[config.mk]
export PLATFORM = sky130hd
export DESIGN_NAME = elevator_direction_sched
export DESIGN_NICKNAME = d
export VERILOG_FILES = /design/src/rtl/elevator_direction_sched.sv
export SDC_FILE = /design/constraint.sdc
export NUM_CORES = 1
export LEC_CHECK = 0
export ABC_AREA = 0
export BUFFER_PORTS_ARGS = -buffer_cell sky130_fd_sc_hd__buf_2
export CAP_MARGIN = 20
export CORE_MARGIN = 1
export CORE_UTILIZATION = 34
export DETAILED_ROUTE_END_ITERATION = 8
export GPL_TIMING_DRIVEN = 0
export PLACE_DENSITY = 0.61
export SETUP_SLACK_MARGIN = 0.5
export SKIP_LAST_GASP = 1
export SLEW_MARGIN = 25
export SYNTH_ARGS = -nofsm -noshare
export SYNTH_HDL_FRONTEND = slang
export SYNTH_SLANG_ARGS = --single-unit
[constraint.sdc]
create_clock -name clk -period 4.9 [get_ports clk]
set_input_delay 0.245 -clock clk [delete_from_list [all_inputs] [get_ports clk]]
set_output_delay 0.245 -clock clk [all_outputs]
set_load 0.01 [all_outputs]
[src/rtl/elevator_direction_sched.sv]
// LOOK-style direction scheduler for one elevator car.
// Registered direction/target/status outputs with idle, nearest-first
// departure and a reversal hold window that late requests can cancel.
//
// Ports:
//   clk, rst        rising-edge clock, synchronous active-high reset
//   queue_status    per-floor pending request bits
//   current_floor   car position (values >= NUM_FLOORS freeze the block)
//   next_up_ndown   committed direction, 1 = up
//   moving/idle/reversing  one-hot status of the scheduler
//   target_floor    nearest pending floor in the committed direction
module elevator_direction_sched #(
  parameter int NUM_FLOORS   = 8,
  parameter int FLOOR_W      = $clog2(NUM_FLOORS),
  parameter int REVERSE_HOLD = 2
) (
  input  logic                  clk,
  input  logic                  rst,
  input  logic [NUM_FLOORS-1:0] queue_status,
  input  logic [FLOOR_W-1:0]    current_floor,
  output logic                  next_up_ndown,
  output logic                  moving,
  output logic                  idle,
  output logic                  reversing,
  output logic [FLOOR_W-1:0]    target_floor
);

  localparam int CNT_W =
    (REVERSE_HOLD > 1) ? $clog2(REVERSE_HOLD) : 1;
  localparam logic [CNT_W-1:0] HOLD_LOAD =
    (REVERSE_HOLD > 0) ? CNT_W'(REVERSE_HOLD - 1) : '0;

  typedef enum logic [1:0] {
    S_IDLE,
    S_UP,
    S_DOWN,
    S_WAIT
  } state_t;

  state_t             state_q, state_d;
  logic               dir_q, dir_d;
  logic [FLOOR_W-1:0] tgt_q, tgt_d;
  logic [CNT_W-1:0]   cnt_q, cnt_d;
  logic               idle_q, idle_d;
  logic               moving_q, moving_d;
  logic               rev_q, rev_d;

  logic               floor_ok;
  logic               above;
  logic               below;
  logic [FLOOR_W-1:0] near_up;
  logic [FLOOR_W-1:0] near_dn;
  logic [FLOOR_W:0]   cf_ext;
  logic [FLOOR_W:0]   dist_up;
  logic [FLOOR_W:0]   dist_dn;
  logic               up_closer;
  logic               ahead;
  logic               behind;

  assign cf_ext = {1'b0, current_floor};

  // Request decode. The downward scan leaves the lowest index above
  // the car in near_up; the upward scan leaves the highest index below.
  always_comb begin
    logic [FLOOR_W:0] idx;
    floor_ok = 1'b0;
    above    = 1'b0;
    below    = 1'b0;
    near_up  = '0;
    near_dn  = '0;
    idx      = '0;
    for (int i = NUM_FLOORS - 1; i >= 0; i--) begin
      idx = (FLOOR_W + 1)'(i);
      if (idx == cf_ext) floor_ok = 1'b1;
      if (queue_status[i] && (idx > cf_ext)) begin
        above   = 1'b1;
        near_up = idx[FLOOR_W-1:0];
      end
    end
    for (int i = 0; i < NUM_FLOORS; i++) begin
      idx = (FLOOR_W + 1)'(i);
      if (queue_status[i] && (idx < cf_ext)) begin
        below   = 1'b1;
        near_dn = idx[FLOOR_W-1:0];
      end
    end
  end

  assign dist_up   = {1'b0, near_up} - cf_ext;
  assign dist_dn   = cf_ext - {1'b0, near_dn};
  assign up_closer = (dist_up <= dist_dn);

  // Requests relative to the direction held during REVERSE_WAIT.
  assign ahead  = dir_q ? above : below;
  assign behind = dir_q ? below : above;

  always_comb begin
    state_d = state_q;
    dir_d   = dir_q;
    tgt_d   = tgt_q;
    cnt_d   = cnt_q;
    if (floor_ok) begin
      unique case (state_q)
        S_IDLE: begin
          if (above && (!below || up_closer)) begin
            state_d = S_UP;
            dir_d   = 1'b1;
            tgt_d   = near_up;
          end else if (below) begin
            state_d = S_DOWN;
            dir_d   = 1'b0;
            tgt_d   = near_dn;
          end
        end
        S_UP: begin
          if (above) begin
            tgt_d = near_up;
          end else if (below) begin
            if (REVERSE_HOLD == 0) begin
              state_d = S_DOWN;
              dir_d   = 1'b0;
              tgt_d   = near_dn;
            end else begin
              state_d = S_WAIT;
              cnt_d   = HOLD_LOAD;
            end
          end else begin
            state_d = S_IDLE;
          end
        end
        S_DOWN: begin
          if (below) begin
            tgt_d = near_dn;
          end else if (above) begin
            if (REVERSE_HOLD == 0) begin
              state_d = S_UP;
              dir_d   = 1'b1;
              tgt_d   = near_up;
            end else begin
              state_d = S_WAIT;
              cnt_d   = HOLD_LOAD;
            end
          end else begin
            state_d = S_IDLE;
          end
        end
        S_WAIT: begin
          if (ahead) begin
            // A late request in the old direction cancels the turn.
            state_d = dir_q ? S_UP : S_DOWN;
            tgt_d   = dir_q ? near_up : near_dn;
          end else if (!behind) begin
            state_d = S_IDLE;
          end else if (cnt_q == '0) begin
            state_d = dir_q ? S_DOWN : S_UP;
            dir_d   = ~dir_q;
            tgt_d   = dir_q ? near_dn : near_up;
          end else begin
            cnt_d = cnt_q - 1'b1;
          end
        end
        default: state_d = S_IDLE;
      endcase
    end
  end

  always_comb begin
    idle_d   = (state_d == S_IDLE);
    moving_d = (state_d == S_UP) || (state_d == S_DOWN);
    rev_d    = (state_d == S_WAIT);
  end

  always_ff @(posedge clk) begin
    if (rst) begin
      state_q  <= S_IDLE;
      dir_q    <= 1'b1;
      tgt_q    <= '0;
      cnt_q    <= '0;
      idle_q   <= 1'b1;
      moving_q <= 1'b0;
      rev_q    <= 1'b0;
    end else begin
      state_q  <= state_d;
      dir_q    <= dir_d;
      tgt_q    <= tgt_d;
      cnt_q    <= cnt_d;
      idle_q   <= idle_d;
      moving_q <= moving_d;
      rev_q    <= rev_d;
    end
  end

  assign next_up_ndown = dir_q;
  assign target_floor  = tgt_q;
  assign idle          = idle_q;
  assign moving        = moving_q;
  assign reversing     = rev_q;

endmodule

==> out/qor.csv, run 1 <==
stage,metric,value,unit
route,drtAntennaViolNets,0,
logic_synthesis,synth-edff-count,0,
clocking,cts.clk_slew.worst_paths,0.05,ns
cells_and_area,final_cell_mix,"20 x buf_2, 15 x a21oi_1, 13 x inv_1, 12 x nand2_1, 12 x nor2_1",
clocking,cts_sinks,10,
floorplan,ioPinCount,20,
logic_synthesis,syn_nets,200,
floorplan,die_y,65.8,µm
cells_and_area,antenna_cells,0,
setup_path,endpoint_kind,flop,
setup_path,crit_chain,buf_2 -> buf_4 -> or2_2 -> nand2_1 -> a32oi_1 -> a21oi_1 -> ha_1 -> fa_1 -> ha_1 -> nor2b_1 -> o211a_1 -> o221ai_1 -> o21ai_2 -> nor2_1 -> mux2_2 -> a221oi_2,
logic_synthesis,synthCells,176,
clocking,cts_buffers,3,
placed_design,globalplace.congestion,0.874,
clocking,clock_latency,0.24,ns
hold_path,hold_class,in2reg,
logic_synthesis,synth_cell_type_count,67,
cells_and_area,layout-drive-gt1-share,24.7,%
logic_synthesis,synth.avg_cell_area,7.86,µm²
setup_path,cpLargestDelayFamily,compound AO/OA/AOI/OAI gates,
sta,finalHoldViolations,0,
clocking,htree_levels,1,
cells_and_area,final_common_cell,buf_2,
setup_path,critical_path_class,in2reg,
grt,grtUsageTotal,17.9,%
clocking,ctsResizeCount,0,
logic_synthesis,synth_top_area_share,14.5,%
power_and_ir_drop,ir_drop,0.273,mV
sta,slew_violations,0,
setup_path,cp_max_fo,10,
clocking,root_buffer,clkbuf_8,
logic_synthesis,synthTopCellsByArea,"dfxtp_1 14%, ha_1 8.1%, a21oi_1 5.4%",
setup_path,cp.required,5.05,ns
sta,max_freq,0.269,GHz
logic_synthesis,synth_top_area_cell,dfxtp_1,
logic_synthesis,async_flop_share,0,%
clocking,hold_buffers,0,
cells_and_area,area_growth,14.2,%
sta,period_needed,3.72,ns
route,route.detailed.drc,0,
clocking,cts_post_setup_buffers_inserted,0,
grt,antenna_found_initial,0,
grt,grt_max_degree,11,
floorplan,die_area,4330,µm²
setup_path,critPathLaunchType,primary input,
sta,period_share,75.9,%
sta,worst_slew_pin_slew,0.442,ns
logic_synthesis,synthesis.area,1380,µm²
setup_path,path_buf_inv,2,
logic_synthesis,ys.flop_type,dfxtp_1,
setup_path,worstPathArrival,3.87,ns
route,wl_per_cell,13.6,µm
cells_and_area,final_util,41.9,%
clocking,clockBufferDepth,2,
power_and_ir_drop,power.total,553,µW
clocking,cts_tree,built,
status,outcome,"finished, final reports clean",
sta,rsz0062_at_grt,no,
placed_design,hpwl,2610,µm
logic_synthesis,synth_seq_cells,10,
route,via_count,1366,
logic_synthesis,seq_area_frac_synth,14.5,%
route,drt_iter0_drc,66,
cells_and_area,nets,224,
sta,slew_headroom,70.5,%
sta,tns,0,ns
grt,grt_pass1_vias,1365,
power_and_ir_drop,p_per_area,350,nW/µm²
placed_design,dp_cells,243,
floorplan,core_area,3770,µm²
logic_synthesis,ys.warnings.count,0,
grt,grt_pass1_wl,6130,µm
flow_run,maxCapViolCount,0,
floorplan,fp-row-count,22,
placed_design,io_buffers,19,
setup_path,worst_path_most_repeated_cell,ha_1,
route,finalWirelength,3340,µm
cells_and_area,instances_no_fill,246,
setup_path,slowest_delay,0.42,ns
power_and_ir_drop,leakage,0.652,nW
route,via_per_inst,5.55,
sta,fin_worst_skew,0.00520,ns
setup_path,crit_slowest_cell,fa_1,
floorplan,start_util,36.7,%
sta,finalSetupViolCount,0,
floorplan,die_w,65.8,µm
grt,grt_overflow,0,
route,firstDrtPassIters,4,
-- cells in the mapped netlist, types with 3 or more instances --
library cell,n
o31a_1,3
dfxtp_1,10
o21ai_0,10
a211o_1,3
nand3_1,5
nor3_1,4
a21oi_1,15
inv_1,13
o21ai_2,3
buf_4,3
clkbuf_1,3
nor2_1,12
nor2b_1,6
ha_1,9
or3_1,3
a221oi_1,3
nand2_1,12
nand2b_1,4
-- area by class of cell --
class	count	area (µm²)
buffer	8	50.0
fill	384	2190
tap	48	60.1
sequential	10	200
clock buffer	3	41.3
inverter	13	48.8
multi-input combinational	145	1080
timing repair buffer	19	95.1
-- path summary, 6_finish.rpt --
path	from	endpoint	slack, ns	cells past startpoint
max	current_floor[2]	target_floor[0]	1.18	16
min	rst	target_floor[2]	0.24	2
max reg2reg	state_q[1]	next_up_ndown	2.81	5
min reg2reg	target_floor[1]	target_floor[1]	0.49	2
-- worst register-to-register path: stages (launching register included) --
cell      delay, ns
dfxtp_1        0.30
clkbuf_1       0.35
nand2_1        0.24
o41a_1         0.47
o31a_1         0.27
or3_1          0.34
-- metal layers --
metal / vias up / GRT usage [%] / part of all wire, %
met1: 621 / 25.1 / 49
met5: - / 0 / 0
li1: 709 / - / -
met4: 0 / 4.89 / 0.66
met2: 31 / 27.3 / 45
met3: 5 / 3.97 / 5.2
-- per-stage QoR --
stage	setup WS, ns	area, µm²	hold slack (ns)
final	1.18	1580	0.241
after global routing	1.00	1580	0.252
after CTS	1.21	1580	0.244
after detailed placement	0.971	1540	0.482
after global placement	0.941	1540	0.475
after floorplan	1.51	1380	0.348
-- sequential cells by signal (all words and copies together) (netlist names) --
signal	count
target_floor	3
state_q	2
cnt_q	1
idle	1
moving	1
next_up_ndown	1
reversing	1
-- cells by family after synthesis --
kind of cell	Yosys count	synth area share, %
compound gates	70	39.7
xor+xnor	3	1.90
fa+ha+maj	11	11.0
buf+inv	21	7.15
flops	10	14.5
mux	2	1.54
simple gates	59	24.2
-- report_power, final --
group          switching [mW]  internal, mW  leakage (nW)
sequential             0.0137         0.109        0.0830
combinational           0.203         0.143         0.548
clock                  0.0310        0.0537        0.0216
total                   0.248         0.305         0.652
Note: power is estimated with default switching activity, not from simulation.
==> run 2, diff against run 1 <==
--- a/config.mk
+++ b/config.mk
@@ -5,7 +5,7 @@
 export SDC_FILE = /design/constraint.sdc
 export NUM_CORES = 1
 export LEC_CHECK = 0
-export ABC_AREA = 0
+export ABC_AREA = 1
 export BUFFER_PORTS_ARGS = -buffer_cell sky130_fd_sc_hd__buf_2
 export CAP_MARGIN = 20
 export CORE_MARGIN = 1
==> constraint.sdc (replaced) <==
create_clock -name clk -period 3.8 [get_ports clk]
set_input_delay 0.19 -clock clk [delete_from_list [all_inputs] [get_ports clk]]
set_output_delay 0.19 -clock clk [all_outputs]
set_load 0.01 [all_outputs]
==> run 2 against run 1 <==
Register-to-register slack worse by 0.48 ns. Via count rose by 7.6%. Clock skew down 0.0037 ns. Largest cell class unchanged. Highest routed layer is now met3.
==> out/qor.csv, run 2 <==
stage,metric,value,unit
status,outcome,"finished, final reports clean",
setup_path,cp_max_fo,8,
cells_and_area,antenna_cells,0,
clocking,htree_levels,1,
cells_and_area,final_cell_mix,"89 x nand2_1, 35 x inv_1, 29 x nand3_1, 24 x nor2_1, 19 x buf_2",
logic_synthesis,synth.avg_cell_area,5.49,µm²
sta,rsz0062_at_grt,no,
setup_path,r2r-start,state_q[1],
logic_synthesis,async_flop_share,0,%
clocking,cts.clk_slew.worst_paths,0.05,ns
grt,antenna_found_initial,0,
grt,grtUsageTotal,17.1,%
sta,finalHoldViolations,0,
cells_and_area,area_growth,16.5,%
logic_synthesis,synth_cell_type_count,22,
placed_design,globalplace.congestion,0.874,
cells_and_area,nets,291,
clocking,hold_buffers,0,
logic_synthesis,synthTopCellsByArea,"nand2_1 25%, dfxtp_1 15%, nand3_1 11%",
hold_path,hp-start,rst,
clocking,root_buffer,clkbuf_8,
floorplan,die_area,4180,µm²
power_and_ir_drop,ir_drop,0.152,mV
sta,tns,0,ns
sta,fin_worst_skew,0.00148,ns
route,wl_per_cell,10.2,µm
sta,slew_headroom,72.7,%
floorplan,start_util,35.9,%
sta,period_needed,2.94,ns
grt,grt_pass1_wl,5730,µm
route,via_per_inst,4.68,
route,route.detailed.drc,0,
sta,worst_slew_pin_slew,0.407,ns
setup_path,cp.required,3.97,ns
clocking,cts_tree,built,
power_and_ir_drop,p_per_area,490,nW/µm²
route,firstDrtPassIters,4,
logic_synthesis,synthMostInstantiatedCell,nand2_1,
logic_synthesis,synthesis.area,1330,µm²
sta,max_freq,0.340,GHz
floorplan,fp-row-count,22,
logic_synthesis,ys.flop_type,dfxtp_1,
sta,period_share,77.3,%
placed_design,io_buffers,19,
cells_and_area,largest_reg_flops,3,
clocking,cts_sinks,10,
route,finalWirelength,3200,µm
route,drt_iter0_drc,75,
clocking,clockBufferDepth,2,
hold_path,hold_class,in2reg,
cells_and_area,design_area,1550,µm²
route,via_count,1470,
route,drtAntennaViolNets,0,
cells_and_area,layout-drive-gt1-share,17.3,%
setup_path,critPathLaunchType,primary input,
placed_design,hpwl,2700,µm
logic_synthesis,synth.top_cells.by_count,"89 x nand2_1, 35 x inv_1, 29 x nand3_1",
placed_design,placed_area,1490,µm²
setup_path,crit_path_start,current_floor[1],
power_and_ir_drop,leakage,0.903,nW
cells_and_area,final_common_cell,nand2_1,
setup_path,endpoint_kind,flop,
logic_synthesis,syn_nets,267,
flow_run,maxCapViolCount,0,
logic_synthesis,synthCells,243,
logic_synthesis,synth_top_area_cell,nand2_1,
logic_synthesis,synth_seq_cells,10,
logic_synthesis,ys.warnings.count,0,
clocking,clock_latency,0.23,ns
clocking,cts_buffers,3,
floorplan,core_area,3720,µm²
logic_synthesis,synth_top_area_share,25.0,%
floorplan,ioPinCount,20,
sta,slew_violations,0,
grt,grt_overflow,0,
logic_synthesis,synth-edff-count,0,
setup_path,worstPathArrival,3.11,ns
setup_path,critical_path_class,in2reg,
logic_synthesis,seq_area_frac_synth,15.0,%
floorplan,die_w,64.6,µm
grt,grt_max_degree,11,
floorplan,die_y,64.6,µm
grt,grt_pass1_vias,1333,
sta,finalSetupViolCount,0,
-- run 2: logic make-up after synthesis --
family / synth area share (%)
and+or+nand+nor: 51.3
buffers and inverters: 11.8
AOI/OAI and AO/OA: 8.35
adders and majority gates: 12.2
DFF: 15.0
xor gates and xnor gates: 1.31
-- run 2: metal layers --
layer	vias up	track usage [%]	routed length [µm]
met5	-	0	0
met4	0	1.67	0
met3	0	4.05	166
met2	35	27.1	1380
met1	628	24.2	1660
li1	807	-	-
-- run 2: stage by stage --
step                hold WS, ns  util, %  std cells  power [mW]  setup slack [ns]
CTS                       0.151     41.5        314       0.767             0.773
global route              0.153     41.8        314       0.867             0.514
global placement          0.399     40.1        310       0.625             0.559
finish                    0.155     41.8        314       0.762             0.863
detailed placement        0.398     40.1        310       0.628             0.557
floorplan                 0.259        -        243       0.516              1.14
-- run 2: timing repair --
action / 4_1_cts / 5_1_grt
gates resized for setup: 0 / 3
buffers inserted: 0 / 0
setup endpoints to repair: 0 / 1
-- run 2: area by class of cell --
class / instances / area, µm²
sequential: 10 / 200
clock buffer: 4 / 55.1
multi-input combinational: 192 / 986
buffer: 2 / 11.3
timing repair buffer: 19 / 95.1
fill: 426 / 2160
tap: 48 / 60.1
inverter: 39 / 146
-- run 2: path summary, 6_finish.rpt --
path | slack, ns | to | cells after the start
worst max-delay path | 0.86 | target_floor[0] | 23
worst max register to register | 2.33 | reversing | 9
worst min register to register | 0.51 | cnt_q | 2
worst min-delay path | 0.16 | state_q[0] | 2
-- run 2: critical path: stages --
cell and delay, ns:
buf_2 0.16, nor2_2 0.15, nand2_1 0.09, nor2_1 0.19, inv_1 0.08, nand2_1 0.14, inv_1 0.09, ha_1 0.28
a21oi_1 0.07, maj3_1 0.38, ha_1 0.31, nand2_1 0.07, inv_1 0.06, nand2_1 0.06, a21oi_2 0.14, nand2_2 0.09
nand2_2 0.12, nand2_1 0.12, nand2_1 0.10, nand2_1 0.05, nand2_1 0.05, nor2_1 0.04, nor2_1 0.08
-- run 2: power by group --
part | total [mW] | internal [mW] | switching, mW
registers | 0.171 | 0.143 | 0.0278
clock network | 0.131 | 0.0910 | 0.0405
logic | 0.460 | 0.167 | 0.292
